===== src/rtl/dff_pipe.sv =====
// rtl/dff_pipe.sv - elastic WIDTH x DEPTH register pipeline with valid/ready flow control
//
// Ports:
//   clk        rising-edge clock
//   rst        asynchronous active-high reset (clears valid and data)
//   flush      synchronous clear of all stage valids, refuses input that cycle
//   in_valid   producer presents in_data
//   in_ready   pipe accepts a word this cycle
//   in_data    producer word
//   out_valid  last stage holds a word
//   out_ready  consumer accepts out_data this cycle
//   out_data   last-stage word
//   occ        words held (only when DFF_PIPE_OCC_EN is defined)
//
// Optional feature macro: DFF_PIPE_OCC_EN
module dff_pipe #(
  parameter int WIDTH = 8,
  parameter int DEPTH = 4
) (
  input  logic             clk,
  input  logic             rst,
  input  logic             flush,
  input  logic             in_valid,
  output logic             in_ready,
  input  logic [WIDTH-1:0] in_data,
  output logic             out_valid,
  input  logic             out_ready,
  output logic [WIDTH-1:0] out_data
`ifdef DFF_PIPE_OCC_EN
  ,
  output logic [$clog2(DEPTH+1)-1:0] occ
`endif
);

  logic [DEPTH-1:0] v;
  logic [WIDTH-1:0] d [DEPTH];

  logic [DEPTH-1:0] r;
  logic [DEPTH-1:0] uv;
  logic [WIDTH-1:0] ud [DEPTH];

  // A stage may load when it is empty or anything downstream of it can move;
  // the accumulator avoids a self-referencing vector in the ready chain.
  always_comb begin
    logic acc;
    acc = out_ready;
    r   = '0;
    for (int k = DEPTH - 1; k >= 0; k--) begin
      acc  = acc | ~v[k];
      r[k] = acc;
    end
  end

  // Upstream valid/data seen by each stage; stage 0 is fed by the producer.
  always_comb begin
    uv[0] = in_valid & ~flush;
    ud[0] = in_data;
    for (int k = 1; k < DEPTH; k++) begin
      uv[k] = v[k-1];
      ud[k] = d[k-1];
    end
  end

  always_ff @(posedge clk or posedge rst) begin
    if (rst) begin
      v <= '0;
      for (int k = 0; k < DEPTH; k++) begin
        d[k] <= '0;
      end
    end else begin
      for (int k = 0; k < DEPTH; k++) begin
        if (r[k]) begin
          v[k] <= uv[k];
          if (uv[k]) begin
            d[k] <= ud[k];
          end
        end
      end
      // Flush drops every held word; data registers are left as they are.
      if (flush) begin
        v <= '0;
      end
    end
  end

  assign in_ready  = r[0] & ~flush;
  assign out_valid = v[DEPTH-1];
  assign out_data  = d[DEPTH-1];

`ifdef DFF_PIPE_OCC_EN
  localparam int OCCW = $clog2(DEPTH + 1);

  logic            in_hs;
  logic            out_hs;
  logic [OCCW-1:0] occ_q;

  assign in_hs  = in_valid & in_ready;
  assign out_hs = out_valid & out_ready;

  always_ff @(posedge clk or posedge rst) begin
    if (rst) begin
      occ_q <= '0;
    end else if (flush) begin
      occ_q <= '0;
    end else if (in_hs && !out_hs) begin
      occ_q <= occ_q + OCCW'(1);
    end else if (out_hs && !in_hs) begin
      occ_q <= occ_q - OCCW'(1);
    end
  end

  assign occ = occ_q;
`endif

endmodule


===== config.mk =====
export PLATFORM = sky130hd
export DESIGN_NAME = dff_pipe
export DESIGN_NICKNAME = d
export VERILOG_FILES = /design/src/rtl/dff_pipe.sv
export SDC_FILE = /design/constraint.sdc
export NUM_CORES = 1
export LEC_CHECK = 0
export ABC_AREA = 1
export BUFFER_PORTS_ARGS = -buffer_cell sky130_fd_sc_hd__buf_2
export CELL_PAD_IN_SITES_DETAIL_PLACEMENT = 0
export CELL_PAD_IN_SITES_GLOBAL_PLACEMENT = 1
export CORE_MARGIN = 2
export CORE_UTILIZATION = 42
export CTS_CLUSTER_SIZE = 24
export DETAILED_ROUTE_END_ITERATION = 12
export PLACE_DENSITY = 0.73
export SLEW_MARGIN = 10
export SYNTH_ARGS = -nofsm -noshare
export SYNTH_HDL_FRONTEND = slang
export SYNTH_SLANG_ARGS = --single-unit

===== constraint.sdc =====
create_clock -name clk -period 1.48 [get_ports clk]
set_clock_uncertainty 0.05 [all_clocks]
set_input_delay 0.074 -clock clk [delete_from_list [all_inputs] [get_ports clk]]
set_output_delay 0.074 -clock clk [all_outputs]
set_load 0.03 [all_outputs]

==> summary by stage <==
Run status
The flow ran to the end, and the final reports show no timing, DRC or antenna violations.

Placed design
Including well taps, the total number of placed cells is roughly 230. At the end of routability-driven placement, the weighted congestion stood at around 0.7. The number of input and output port buffers inserted is 22.

The HPWL after detailed placement is 1.851 mm.

Pwr
The internal power of the cells is 0.001466 W. The standby leakage power is 1.000 nW. In this run, the clock network consumes between 20 and 25% of the power. The combinational cell fraction of total power is 19.3%. IR analysis of the VDD net gives a maximum drop of 0.5086 mV. Net switching is a little under a third of the power. Power spread over the standard cell area amounts to around 1200 nW/um2. Summed over all nets, the switching power comes to 0.0006434 W.

Per report_power, the sequential group accounts for 58.4% of the total.

Synthesis
The share of synthesized area in the top cell type comes to 58.87%. Counting flops with a built-in enable in the synthesized netlist gives 0. Ranked by total cell area, the synthesized netlist is headed by sky130_fd_sc_hd__dfrtp_1 (59%), sky130_fd_sc_hd__nand2_1 (16%), sky130_fd_sc_hd__nand3_1 (10%), sky130_fd_sc_hd__buf_4 (4.4%), sky130_fd_sc_hd__nand2_2 (1.6%). The library cell occupying the most area in the post-synthesis netlist is sky130_fd_sc_hd__dfrtp_1.

The synthesized netlist net count is 179. A synthesized cell averages 9.218 um2. Among all flip-flop cells after synthesis, the most frequent one is sky130_fd_sc_hd__dfrtp_1. The synthesized netlist contains 17 unique library cells. The fraction of synthesis flops using an asynchronous set or reset pin is 100.0%.

Sequential cells were found to cover 58.87% of the synthesized design area. The number of synthesized register bits is 36. During synthesis, Yosys emitted a total of 0 warnings.

sky130_fd_sc_hd__nand2_1 is the most common cell in the netlist. Summing every instance area after synthesis gives 1530 um2. In the synthesized netlist, the number of instances is 166. After synthesis, the most frequently instantiated cells are sky130_fd_sc_hd__nand2_1 (64), sky130_fd_sc_hd__dfrtp_1 (36), sky130_fd_sc_hd__nand3_1 (32), sky130_fd_sc_hd__buf_4 (9), sky130_fd_sc_hd__inv_1 (6).

Routing
The average detailed-routed wire length per instance is between 10 and 15 um. The via density per instance is 4.559. The wire length reported by the detailed router is around 2.6 mm. For this block, the via count after detailed routing is 1126. The first TritonRoute pass finished after 4 iterations. After detailed routing, the number of remaining DRC violations is 0. The initial DRC count is 31. In this run the remaining antenna-violating nets after routing total 0.

Finish
In the final design database the tool counted 214 nets. The non-filler instance count after layout is 247. The layout-stage area growth over the synthesis result is 19.38%.

The fraction of final layout cells sized beyond drive strength 1 is a little under a quarter. The antenna diode count is 0.

Critical path
Data on the critical path is required at its endpoint by 1.36 ns. The critical setup path kind is flop to primary output. Walking the worst path, the cells encountered are nand4_4 -> inv_1 -> nor2_1 -> buf_2. The cell at the slowest stage of the critical path is sky130_fd_sc_hd__dfrtp_1. The maximum fanout along the worst path is 5. The worst setup path is captured at a primary output. In this run the critical register-to-register path is launched from v[3].

In this run the worst setup path begins at v[2]. The worst reg-to-reg path cell count is 8. The startpoint class of the critical path is a flop. The peak per-stage delay on the critical path is ~0.50 ns. For the worst setup path, the data arrival time is 1.26 ns.

Worst hold path
The worst hold path stage count is 5. The min-delay analysis places its worst path in the category input port to flop. The origin of the worst min-delay path is out_ready.

STA
The minimum hold slack is 0.1803 ns. Setup repair after global routing left no endpoint under its margin. Measured against its own limit, the worst slew margin works out to a little over 70%. The number of hold violations in the final report is 0. The maximum clock rate is roughly 0.72 GHz. The worst path uses 93.71% of the clock period. Summed over all failing endpoints, the final setup total negative slack is 0 ns. The worst path needs 1.387 ns of the cycle, external delays included. The number of pins exceeding their max-slew limit in the final report was 0. The final count of negative-setup-slack endpoints is 0. At the pin with the least slew margin, the transition time is 0.4432 ns.

Die
The height of the chip is 64.36 um. The core outline area is approximately 3400 um2. The number of top-level pins is 23. Measured along the x axis, the die boundary spans 64.36 um. The initial cell density of the core is 44.80%.

After floorplanning, the core was divided into 21 placement rows. The die covers 4142 um2.

Clocking
TritonCTS built the clock tree. Counting the buffers created by CTS gives 5. The number of buffers on the longest clock path is 2. The tree is rooted in a sky130_fd_sc_hd__clkbuf_4. The H-tree was split into 2 levels. The insertion delay to the later sink of the worst-skew pair is 0.33 ns. The clock slew seen by the registers of the worst setup and hold paths is 0.10 ns. The sink count of the clock tree is 36.

Global routing
For this run, the total global-route usage over all layers was measured as 15.18%. The number of global-route vias before repair is between 1000 and 1500. The total overflow left after global routing is 0. The first-pass GRT wire length is 4.761 mm. The initial antenna violation count is 0.

The largest net degree at the start of global routing is 37.

Flow run
Max-cap violations in this run came to 0.
[critical path: cells and delay by family, from the launching register on]
family / cells / cell delay, ns
simple gates: 2 / 0.20
buf+inv: 2 / 0.24
flops: 1 / 0.50
[cell families after synthesis]
group / count (synthesis) / synth area share (%)
AOI/OAI and AO/OA: 3 / 1.227
DFF: 36 / 58.87
buffers and inverters: 19 / 7.522
and+or+nand+nor: 108 / 32.38
[power by group through the flow]
stage | clock [W] | combinational (W) | sequential (W)
finish | 0.000472 | 0.000406 | 0.00123
floorplan | 0 | 0.000358 | 0.00123
global route | 0.000544 | 0.000459 | 0.00126
CTS | 0.000497 | 0.000414 | 0.00123
global placement | 0 | 0.000381 | 0.00124
detailed placement | 0 | 0.000391 | 0.00125
[routing by layer]
| metal | up-vias | GRT usage [%] | wire length, um | part of all wire [%] |
|---|---|---|---|---|
| li1 | 593 | - | - | - |
| met1 | 506 | 18.62 | 1198 | 46 |
| met2 | 23 | 23.96 | 1276 | 48 |
| met3 | 4 | 6.338 | 132 | 5.0 |
| met4 | 0 | 5.585 | 23 | 0.87 |
| met5 | - | 0 | 0 | 0 |
[state kept, by name (all words and copies together) (netlist names)]
register  cells
out_data      8
v             4
d            24
[through the flow]
| stage | power [W] | cell area [um2] | utilization, % | setup slack, ns |
|---|---|---|---|---|
| after floorplan | 0.001589 | 1530 | - | 0.03806 |
| after global placement | 0.001626 | 1639 | 47.99 | 0.1940 |
| after detailed placement | 0.001643 | 1639 | 47.99 | 0.06346 |
| after CTS | 0.002145 | 1819 | 53.26 | 0.04087 |
| after global routing | 0.002259 | 1827 | 53.48 | 0.001652 |
| final | 0.002110 | 1827 | 53.48 | 0.09316 |
[final timing paths]
check / end / slack (ns)
worst max-delay path: in_ready / 0.09
max in group asynchronous: d[31] / 0.74
worst min-delay path: v[0] / 0.18
min in group asynchronous: d[11] / 0.32
worst min register to register: out_data[6] / 0.42
worst max register to register: d[14] / 0.11
[area by class of cell]
cell class	instances	area, um2
clock buffer	6	41.29
clock inverter	1	5.005
fill	351	1589
inverter	7	26.28
multi-input combinational	111	523.0
sequential	36	900.9
tap	46	57.56
timing repair buffer	40	272.8
[timing repair]
| action | CTS | global route |
|---|---|---|
| cloned | 0 | 0 |
| setup buffers | 2 | 1 |
| endpoints found under the setup margin | 1 | 1 |
| hold buffers | 11 | 0 |
| endpoints found under the hold margin | 48 | 0 |
| pin swaps | 2 | 1 |
| gates resized for setup | 1 | 0 |
[layout by cell type, fill, tap and decap left out, drive strengths merged]
master       netlist  layout
nand3             33      33
nand2             69      69
dlygate4sd3        0      11
a21oi              3       3
nor2               5       5
clkbuf             0       6
buf               12      29
inv                7       7
clkinv             0       1
nand4              1       1
dfrtp             36      36
(Power assumes the default switching activity.)
